**config.mk**
```make
export PLATFORM = sky130hd
export DESIGN_NAME = alu_arbiter
export DESIGN_NICKNAME = d
export VERILOG_FILES = /design/src/rtl/alu_arbiter.sv
export SDC_FILE = /design/constraint.sdc
export NUM_CORES = 1
export LEC_CHECK = 0
export CORE_AREA = 2 2 143 145
export CTS_CLUSTER_DIAMETER = 40
export DETAILED_ROUTE_END_ITERATION = 8
export DIE_AREA = 0 0 145 147
export GPL_TIMING_DRIVEN = 0
export HOLD_SLACK_MARGIN = 0.05
export PLACE_DENSITY = 0.67
export SYNTH_ARGS = -nofsm -noshare
export SYNTH_HDL_FRONTEND = slang
export SYNTH_SLANG_ARGS = --single-unit
```
**constraint.sdc**
```tcl
create_clock -name clk -period 1.95 [get_ports clk]
set_input_delay 0.2925 -clock clk [delete_from_list [all_inputs] [get_ports clk]]
set_output_delay 0.2925 -clock clk [all_outputs]
set_load 0.005 [all_outputs]
```
**src/rtl/alu_arbiter.sv**
```systemverilog
// Two-requester arbiter in front of a shared alu32 with a registered response slot and eflags register.
// Define ALU_ARB_ROUND_ROBIN_EN for round-robin contention handling; otherwise requester 0 has fixed priority.
module alu_arbiter #(
    parameter logic [31:0] FLAGS_RESET = 32'h0000_0002
) (
    input  logic        clk,
    input  logic        reset,
    input  logic        req0_valid,
    output logic        req0_ready,
    input  logic [2:0]  req0_op,
    input  logic [31:0] req0_a,
    input  logic [31:0] req0_b,
    input  logic        req1_valid,
    output logic        req1_ready,
    input  logic [2:0]  req1_op,
    input  logic [31:0] req1_a,
    input  logic [31:0] req1_b,
    output logic [2:0]  alu_op,
    output logic [31:0] alu_a,
    output logic [31:0] alu_b,
    output logic        alu_cf_fwd,
    output logic        alu_af_fwd,
    input  logic [31:0] alu_out,
    input  logic [31:0] alu_flags,
    output logic        rsp_valid,
    output logic        rsp_id,
    output logic [31:0] rsp_result,
    output logic [31:0] rsp_flags,
    input  logic        rsp_ready,
    output logic [31:0] eflags
);

    typedef enum logic [2:0] {
        OP_ADD = 3'd0,
        OP_OR  = 3'd1,
        OP_NOT = 3'd2,
        OP_DAA = 3'd3,
        OP_AND = 3'd4,
        OP_CLD = 3'd5,
        OP_CMP = 3'd6,
        OP_STD = 3'd7
    } op_e;

    // CF, PF, AF, ZF, SF, OF for arithmetic/logic ops; DF alone for CLD/STD
    localparam logic [31:0] ARITH_MASK = 32'h0000_08D5;
    localparam logic [31:0] DF_MASK    = 32'h0000_0400;
    localparam logic [31:0] FIXED_ONE  = 32'h0000_0002;

    logic        rspValid_q, rspValid_d;
    logic        rspId_q, rspId_d;
    logic [31:0] rspResult_q, rspResult_d;
    logic [31:0] rspFlags_q, rspFlags_d;
    logic [31:0] eflags_q, eflags_d;
`ifdef ALU_ARB_ROUND_ROBIN_EN
    logic        rrPtr_q, rrPtr_d;
`endif

    logic        slotFree;
    logic        grant0, grant1, transfer;
    logic [31:0] flagMask;
    op_e         grantOp;

    assign slotFree = !rspValid_q || rsp_ready;

    always_comb begin
        grant0 = 1'b0;
        grant1 = 1'b0;
        if (!reset && slotFree) begin
            if (req0_valid && req1_valid) begin
`ifdef ALU_ARB_ROUND_ROBIN_EN
                grant0 = !rrPtr_q;
                grant1 = rrPtr_q;
`else
                grant0 = 1'b1;
`endif
            end else begin
                grant0 = req0_valid;
                grant1 = req1_valid;
            end
        end
    end

    assign transfer   = grant0 | grant1;
    assign req0_ready = grant0;
    assign req1_ready = grant1;

    assign alu_op     = grant1 ? req1_op : req0_op;
    assign alu_a      = grant1 ? req1_a  : req0_a;
    assign alu_b      = grant1 ? req1_b  : req0_b;
    assign alu_cf_fwd = eflags_q[0];
    assign alu_af_fwd = eflags_q[4];
    assign grantOp    = op_e'(alu_op);

    always_comb begin
        flagMask = 32'h0;
        case (grantOp)
            OP_ADD, OP_OR, OP_DAA, OP_AND, OP_CMP: flagMask = ARITH_MASK;
            OP_CLD, OP_STD:                        flagMask = DF_MASK;
            default:                               flagMask = 32'h0;
        endcase
    end

    // A new transfer reloads the slot even while the old response drains, keeping full throughput
    always_comb begin
        rspValid_d  = rspValid_q;
        rspId_d     = rspId_q;
        rspResult_d = rspResult_q;
        rspFlags_d  = rspFlags_q;
        eflags_d    = eflags_q;
        if (transfer) begin
            rspValid_d  = 1'b1;
            rspId_d     = grant1;
            rspResult_d = alu_out;
            rspFlags_d  = alu_flags;
            eflags_d    = (eflags_q & ~flagMask) | (alu_flags & flagMask) | FIXED_ONE;
        end else if (rsp_ready) begin
            rspValid_d  = 1'b0;
        end
    end

`ifdef ALU_ARB_ROUND_ROBIN_EN
    assign rrPtr_d = transfer ? !grant1 : rrPtr_q;
`endif

    always_ff @(posedge clk) begin
        if (reset) begin
            rspValid_q  <= 1'b0;
            rspId_q     <= 1'b0;
            rspResult_q <= 32'h0;
            rspFlags_q  <= 32'h0;
            eflags_q    <= FLAGS_RESET;
`ifdef ALU_ARB_ROUND_ROBIN_EN
            rrPtr_q     <= 1'b0;
`endif
        end else begin
            rspValid_q  <= rspValid_d;
            rspId_q     <= rspId_d;
            rspResult_q <= rspResult_d;
            rspFlags_q  <= rspFlags_d;
            eflags_q    <= eflags_d;
`ifdef ALU_ARB_ROUND_ROBIN_EN
            rrPtr_q     <= rrPtr_d;
`endif
        end
    end

    assign rsp_valid  = rspValid_q;
    assign rsp_id     = rspId_q;
    assign rsp_result = rspResult_q;
    assign rsp_flags  = rspFlags_q;
    assign eflags     = eflags_q | FIXED_ONE;

endmodule
```
After elaboration in Yosys (flattened, before gate mapping)
Cells that the tools add are included.
{ "word_totals": {"register_bits": 97, "wordCells": 35} }
{ "op_classes": {"n_eq_ne": 6, "mux": 10, "bitwise": 5, "reduce_logical": 9} }
{ "op_table": {"columns": ["cell", "n"], "rows": [
  ["$and 32x32->32", 2],
  ["$mux 32", 2],
  ["$not 32->32", 1],
  ["$or 32x32->32", 1],
  ["$pmux 12 s2", 1],
  ["$eq 3x3->1 const B", 4],
  ["$mux 1", 6],
  ["$reduce_or 5->1", 1],
  ["$eq 3x1->1 const B", 1],
  ["$eq 3x2->1 const B", 1],
  ["$logic_not 3->1", 1],
  ["$mux 3", 1],
  ["$logic_and 1x1->1", 2],
  ["$logic_not 1->1", 2],
  ["$reduce_bool 2->1", 1],
  ["$reduce_or 2->1", 1],
  ["$logic_or 1x1->1", 1],
  ["$or 1x1->1", 1]
]} }

Logic depth before layout (Yosys ltp)
Gate-level depths: netlist (run 1).
{ "depth": {"depth_word": 11, "ltp_mapped": 7, "ltp_nobuf": 5} }

Least setup slack after synthesis (run 1)
No wires, ideal clock.
{ "synth_timing": {"path_type": "reg-to-output", "start": "reg rspValid_q, in the netlist rsp_valid", "end": "out alu_b[25]", "arrival_time_ps": 1320, "path_slack_ps": 337, "stages_incl_launch_ff": 6, "cell_sequence": "dfxtp_1 nor2b_4 nor4b_2 buf_4 buf_4 mux2_2"} }
{ "synth_via": {"elab_chain_len": 5} }
{ "synth_rtl": {"columns": ["item", "line", "source"], "rows": [
  ["from (decl)", "49", "logic rspValid_q, rspValid_d;"],
  ["from (signal assigned)", "136", "rspValid_q <= rspValid_d;"],
  ["$logic_not 1->1", "63", "assign slotFree = !rspValid_q || rsp_ready;"],
  ["$logic_or 1x1->1", "63", null],
  ["$logic_and 1x1->1", "68", "if (!reset && slotFree) begin"],
  ["$mux 1", "68", null],
  ["named net req1_ready", "14", "output logic req1_ready,"],
  ["$mux 32", "89", "assign alu_b = grant1 ? req1_b : req0_b;"],
  ["to (decl)", "20", "output logic [31:0] alu_b,"]
]} }
The timed path passes the listed nets, and every way through them passes these cells.

Worst setup path after layout (run 1)
{ "layout_timing": {"start": "reg rspValid_q, in the netlist rsp_valid", "end": "out alu_b[18]"} }
{ "layout_via": {"elab_chain_len": 5} }
{ "layout_rtl": {"columns": ["item", "line"], "rows": [
  ["$logic_not 1->1", "63"],
  ["$logic_or 1x1->1", "63"],
  ["$logic_and 1x1->1", "68"],
  ["$mux 1", "68"],
  ["$mux 32", "89"]
]} }
Every way passes these cells.

==> results of run 1 <==
power groups by stage:
stage	Clock [W]	Sequential [W]	Combinational, W
after detailed placement	0	0.00166	0.00133
after global placement	0	0.00165	0.00133
after floorplan	0	0.00166	0.000400
final	0.00161	0.00162	0.00152
after CTS	0.00166	0.00163	0.00151
after global routing	0.00172	0.00163	0.00163
registers in the layout (all words and copies together), names as in the netlist, named ones only:
signal / count
rsp_flags: 32
rsp_result: 32
rsp_id: 1
rsp_valid: 1
routing by layer:
layer	part of all wire (%)	vias up
met5	0	-
met4	1.8	0
met3	8.5	21
met2	53	224
met1	37	2062
li1	-	2227
kinds of logic (layout without fill, tap and decap cells):
group                  after synthesis  in the layout  share of synthesized area, %
and+or+nand+nor                    155            155                         16.79
muxes                               74             74                         22.53
DFF                                 73             73                         39.93
AOI/OAI and AO/OA                   70             70                         10.36
buffers and inverters               59            462                         10.19
other                                2             28                        0.2052
worst max-delay path by stage:
stage                     slack (ns)         to       from  cells after the start
after floorplan                 0.34  alu_b[25]  rsp_valid                      5
after global placement         -0.94  alu_b[26]      reset                      6
after detailed placement       -0.90  alu_b[26]      reset                      6
after CTS                      -0.50  alu_b[26]  rsp_valid                      9
after global routing           -0.56  alu_b[26]  rsp_valid                      9
final                          -0.47  alu_b[18]  rsp_valid                      8
area by class of cell:
type | instances | area, sq um
diodes | 3 | 7.507
plain buffers | 57 | 424.2
clock buffers | 10 | 229.0
clock inverters | 6 | 58.81
fillers | 1926 | 11130
inverters | 2 | 7.507
multi-input cells | 324 | 2137
flip-flops and latches | 73 | 1463
well taps | 270 | 337.8
repair buffers | 387 | 4045
cell usage in the layout (no fill, tap or decap), types with 2 or more instances in the layout:
cell | Yosys | final
a21oi_1 | 64 | 64
buf_12 | 0 | 8
buf_16 | 0 | 3
buf_2 | 10 | 20
buf_4 | 35 | 37
buf_6 | 1 | 79
buf_8 | 0 | 7
clkbuf_1 | 11 | 11
clkbuf_16 | 0 | 9
clkdlybuf4s50_1 | 0 | 275
clkinv_2 | 0 | 4
conb_1 | 2 | 25
dfxtp_1 | 73 | 72
diode_2 | 0 | 3
dlygate4sd2_1 | 0 | 3
inv_1 | 2 | 2
mux2_2 | 67 | 10
mux2_4 | 0 | 57
mux2i_1 | 7 | 7
nand2_1 | 145 | 144
nor2_1 | 4 | 4
critical path, stage by stage (launching register included):
cell and delay, ns:
dfxtp_2 0.32, nor2b_4 0.13, nor4b_4 0.28, buf_6 0.16, buf_12 0.10, buf_12 0.11
bufbuf_16 0.25, mux2_2 0.32, buf_2 0.12
metrics by stage:
| step | power [W] | util, % | cell area, sq um | setup WS (ns) |
|---|---|---|---|---|
| after floorplan | 0.002062 | - | 3746 | 0.3371 |
| after global placement | 0.002981 | 38.03 | 7547 | -0.9375 |
| after detailed placement | 0.002985 | 38.03 | 7547 | -0.9042 |
| after CTS | 0.004804 | 43.41 | 8615 | -0.5002 |
| after global routing | 0.004976 | 43.88 | 8707 | -0.5619 |
| final | 0.004754 | 43.89 | 8710 | -0.4653 |
what timing repair did:
item                                    CTS  global route
pin swaps                                 1             0
endpoints found under the setup margin   69            77
buffers inserted                         33             6
cloned                                    5             0
endpoints found under the hold margin     0             0
resized for setup                       431            16
==> metrics, run 1 <==
Max clock buf depth=2; final setup TNS=-23.36 ns; RSZ-0062 raised after global routing=true; clock sinks=between 70 and 80; maxcap violations=0; Synth area leaders=dfxtp_1 40%, mux2_2 21%, nand2_1 15%; total grt overflow=0; proportion of layout cells with a drive suffix above 1=28.64%; Die H=147 um; Internal=0.003574 W; failing checks=negative setup slack; CTS buffer count=9; VDD IR-drop max=0.0003350 V; Setup violations, final=69; Layout area overhead=138.0%; Max-slew headroom=between 50% and 60%; Hold Crit Endpoint=rsp_result[25]; Non-Filler Instances=between 1,000 and 1,500; Starting Density=about 18%; Critical Path RT=1.66 ns; sequential element share of the synthesized area=between 30% and 40%; worst-case reg-to-reg path depth=10; Inst Count DP=1,072; core area=slightly below 0.02 sq mm; async set-or-reset flop fraction in the synthesized netlist=0%; CTS tree=done; post-synth top area share=39.93%; Die Wd=145 um; Max Fclk=414.0 MHz; Ys Warns=0; # nets final=~1,100; Avg Vias per Cell=4.005; Post-synth EDFFs=0; die area=0.02132 sq mm; H-tree levels=3; HP Start=rsp_result[25]; Clock Power Share=33.8%; sequential share of power=34.2%; Mapped Cells=433; CP endpoint kind=output port; initial antenna violation count=3; WL final=19,500 um; Hold Path Depth=2; gr usage total=17.68%; Synth cell types=24; via count=4,534; WP data arrival=2.12 ns; top-count cell post-synth=nand2_1; min Tclk post-route=2.415 ns; hpwl dp=15,100 um; IO Port Bufs=346; row count=52; met1 usage=18.55%; most frequent cells after synthesis=145 x nand2_1, 73 x dfxtp_1, 67 x mux2_2; post-synthesis instance area=around 0.0037 sq mm; post-synthesis average cell area=8.452 sq um; Clk pin slew, worst setup/hold paths=about 0.060 ns; status=finished, violations left; Tcrit/Tclk final=123.9%; Clk Tree Root Cell=clkbuf_16; startpoint types=flip-flop; Sw Ratio=24.82%; Slew @ Worst Pin=0.7072 ns; DR pass1 iterations=5; ys flop type=dfxtp_1; leak pwr=3.647 nW; GRT busiest layer=met2; M3 GR Usage=6.739%; post-synth top area cell=dfxtp_1; logic gate share of total power=32.0%; clock skew=0.004630 ns; CP max FO=5; Hold Fails Final Rpt=0; Critical R2R Launch=rsp_valid; Reg2Reg Setup Slack=0.10 ns; GR Util met2=32.79%; WL/cell=around 17 um; Cell Pwr Density=545.9 mW/mm^2; worst skew pair latency=about 0.32 ns; first-pass GRT wire length=28,280 um; crit path setup slack, layout=-0.4653 ns; cts hold-fix bufs=0; final hold slack=0.4513 ns; Post-route DRC=0; net switching power=0.001180 W; CP Class=reg -> out; #FFs+latches synth=73; iteration-0 DRC count of the detailed router=129; max-slew violations=0; GPL Wtd Cong=between 0.8 and 0.9; largest net degree at the start of global routing=13; vias in the first global route=4,610; Hold Path Class=reg -> reg; I/O pin cnt=372; Routed Antenna Nets=0
Note: power is estimated with default switching activity, not from simulation.
==> inputs of run 2 (changes only) <==
- PLACE_DENSITY: 0.67 -> not set
- PLACE_DENSITY_LB_ADDON: not set -> 0.2
==> run 2 against run 1 <==
  * The flow still finishes with violations (negative setup slack)
  * Setup slack better by 0.097 ns
  * Flip-flop and latch count unchanged
  * Cell area is 1.7% lower
  * Sequential power hardly changed
  * Core utilization decreased by 0.73 points
  * Non-clock buffer count unchanged
  * Critical path depth did not move
  * Power rose by 0.76%
  * Maximum frequency grew 4.2%
  * Register-to-register slack about the same
  * Sequential share of layout area grew 0.28 points
  * Critical path type unchanged
  * Largest cell class unchanged
  * Highest routed layer unchanged
==> metrics, run 2 (synthesized netlist as in run 1, its figures left out) <==
Inst Count DP=1,072 (unchanged); WL/cell=17.62 um (+2.3%); Die Wd=145 um (unchanged); max-slew violations=0 (unchanged); Critical Path RT=1.66 ns (about the same); Max Fclk=431.3 MHz (+4.2%); CP max FO=8 (+3); CP max stage delay=0.31 ns (about the same); multi-input logic area=0.002147 sq mm (+0.47%); vias in the first global route=4,494 (-2.5%); # nets final=1,057 (unchanged); Hold Fails Final Rpt=0 (unchanged); Non-Filler Instances=1,132 (unchanged); Reg2Reg Setup Slack=0.11 ns (about the same); Hold Path Class=reg -> reg; Layout area overhead=134.1%; clock skew=0.007005 ns (+0.002376 ns); RSZ-0062 raised after global routing=true; Internal=0.003614 W (+1.1%); Placement Cell Area=0.007547 sq mm (unchanged); logic gate share of total power=30.5% (-1.5 points); Crit path top cell by count=buf_6; Clock Power Share=35.6% (+1.8 points); core area=0.01984 sq mm (unchanged); initial antenna violation count=3 (unchanged); IO Port Bufs=346 (unchanged); Tcrit/Tclk final=118.9% (-5.0 points); H-tree levels=3 (unchanged); WL final=19,940 um (+2.3%); GPL Wtd Cong=0.8153 (-3.2%); Max clock buf depth=2 (unchanged); FILL cells=2,020 (+4.9%); I/O pin cnt=372 (unchanged); sequential share of power=33.9% (-0.3 points); leak pwr=3.614 nW (-0.91%); Final Cell Area=0.008566 sq mm (-1.7%); Clk pin slew, worst setup/hold paths=0.06 ns (about the same); Crit path max-delay family=buffers and inverters; first-pass GRT wire length=28,260 um (about the same); Slew @ Worst Pin=0.5374 ns (-0.1698 ns); proportion of layout cells with a drive suffix above 1=28.52% (-0.12 points); crit path setup slack, layout=-0.3686 ns (+0.09675 ns); Reg area=0.001463 sq mm (unchanged); Cell Pwr Density=559.3 mW/mm^2 (+2.5%); WP data arrival=2.03 ns (-0.09 ns); iteration-0 DRC count of the detailed router=143 (+11%); Max-slew headroom=64.18% (+11 points); CP max-delay cell=dfxtp_2; hpwl dp=15,770 um (+4.4%); CTS buffer count=9 (unchanged); startpoint types=flip-flop; largest net degree at the start of global routing=13 (unchanged); maxcap violations=0 (unchanged); Hold Path Depth=2 (unchanged); CTS tree=done; Critical R2R Launch=rsp_valid; critical path capture point=alu_b[0]; CP endpoint kind=output port; Util after Layout=43.17% (-0.73 points); Sw Ratio=24.57% (-0.25 points); row count=52 (unchanged); Starting Density=18.44% (unchanged); Die H=147 um (unchanged); DR pass1 iterations=4 (-1); Clk Tree Root Cell=clkbuf_16; gr usage total=17.76% (+0.083 points); crit path from=rsp_valid; die area=0.02132 sq mm (unchanged); crit path cell chain=nor2b_4, nor4b_4, buf_6, buf_6, buf_8, buf_6, mux2_4, buf_6; most frequent cells in the layout=273 x clkdlybuf4s50_1, 144 x nand2_1, 72 x dfxtp_1, 71 x buf_6, 64 x a21oi_1; Worst Path Buf+Inv=5 (unchanged); Avg Vias per Cell=3.943 (-1.5%); Post-route DRC=0 (unchanged); Routed Antenna Nets=0 (unchanged); via count=4,464 (-1.5%); total grt overflow=0 (unchanged); CP Depth=8 (unchanged); clock sinks=73 (unchanged); status=finished, violations left; worst-case reg-to-reg path depth=9 (-1); cts hold-fix bufs=0 (unchanged); net switching power=0.001177 W (-0.26%); VDD IR-drop max=0.0003805 V (+14%); min Tclk post-route=2.319 ns (-0.09675 ns); failing checks=negative setup slack; Setup violations, final=67 (-2.9%); CP Class=reg -> out; worst skew pair latency=0.33 ns (about the same); most common library cell in the layout ignoring fill and taps=clkdlybuf4s50_1
-- run 2: changes by cell type in the layout (fill, tap and decap cells not counted), moves of 3 or more --
cell,before,now
clkbuf_2,1,22
buf_2,20,10
buf_6,79,71
buf_12,8,4
buf_16,3,0
buf_4,37,40
clkinv_2,4,1
-- run 2: final cells by class --
cell class	instances	share of cell area, %
inverters	2	0.08764
clock inverters	4	0.5989
well taps	270	3.944
flip-flops and latches	73	17.08
multi-input cells	324	25.07
plain buffers	56	4.820
repair buffers	388	45.33
diodes	3	0.08764
clock buffers	12	2.994
-- run 2: worst min path at each step --
stage	startpoint	to	slack (ns)
4_1_cts	rsp_result[23]	rsp_result[23]	0.45
6_report	rsp_flags[28]	rsp_flags[28]	0.45
3_3_place_gp	rsp_flags[18]	rsp_flags[18]	0.44
3_5_place_dp	rsp_result[23]	rsp_result[23]	0.45
5_1_grt	rsp_result[23]	rsp_result[23]	0.47
2_1_floorplan	alu_flags[0]	rsp_flags[0]	0.43
-- run 2: through the flow --
| stage | setup slack (ns) | hold WS, ns | power (W) | TNS [ns] |
|---|---|---|---|---|
| after global placement | -0.8264 | 0.4417 | 0.002978 | -62.19 |
| after global routing | -0.4385 | 0.4698 | 0.005035 | -23.92 |
| after CTS | -0.5914 | 0.4547 | 0.004752 | -30.73 |
| after detailed placement | -0.8153 | 0.4461 | 0.002975 | -59.35 |
| final | -0.3686 | 0.4516 | 0.004791 | -19.26 |
| after floorplan | 0.3371 | 0.4285 | 0.002062 | 0 |
-- run 2: layer usage --
metal	GRT usage, %	part of all wire (%)
met1	19.10	36
met2	33.12	53
met3	6.180	8.9
met4	4.703	1.9
met5	0	0
-- run 2: timing repair --
action,in CTS,in global routing
pin swaps,0,1
buffers inserted,13,27
gates cloned,2,2
setup endpoints to repair,69,74
resized for setup,141,229
-- run 2: power groups by stage --
stage / Clock [W] / Combinational [W] / Sequential (W)
3_5_place_dp: 0 / 0.00132 / 0.00166
5_1_grt: 0.00183 / 0.00157 / 0.00163
4_1_cts: 0.00176 / 0.00137 / 0.00162
3_3_place_gp: 0 / 0.00132 / 0.00165
2_1_floorplan: 0 / 0.000400 / 0.00166
6_report: 0.00170 / 0.00146 / 0.00162
-- run 2: worst min-delay path, stage by stage, from the launching register on --
cell     delay [ns]
dfxtp_1        0.30
nand2_1        0.05
a21oi_1        0.05
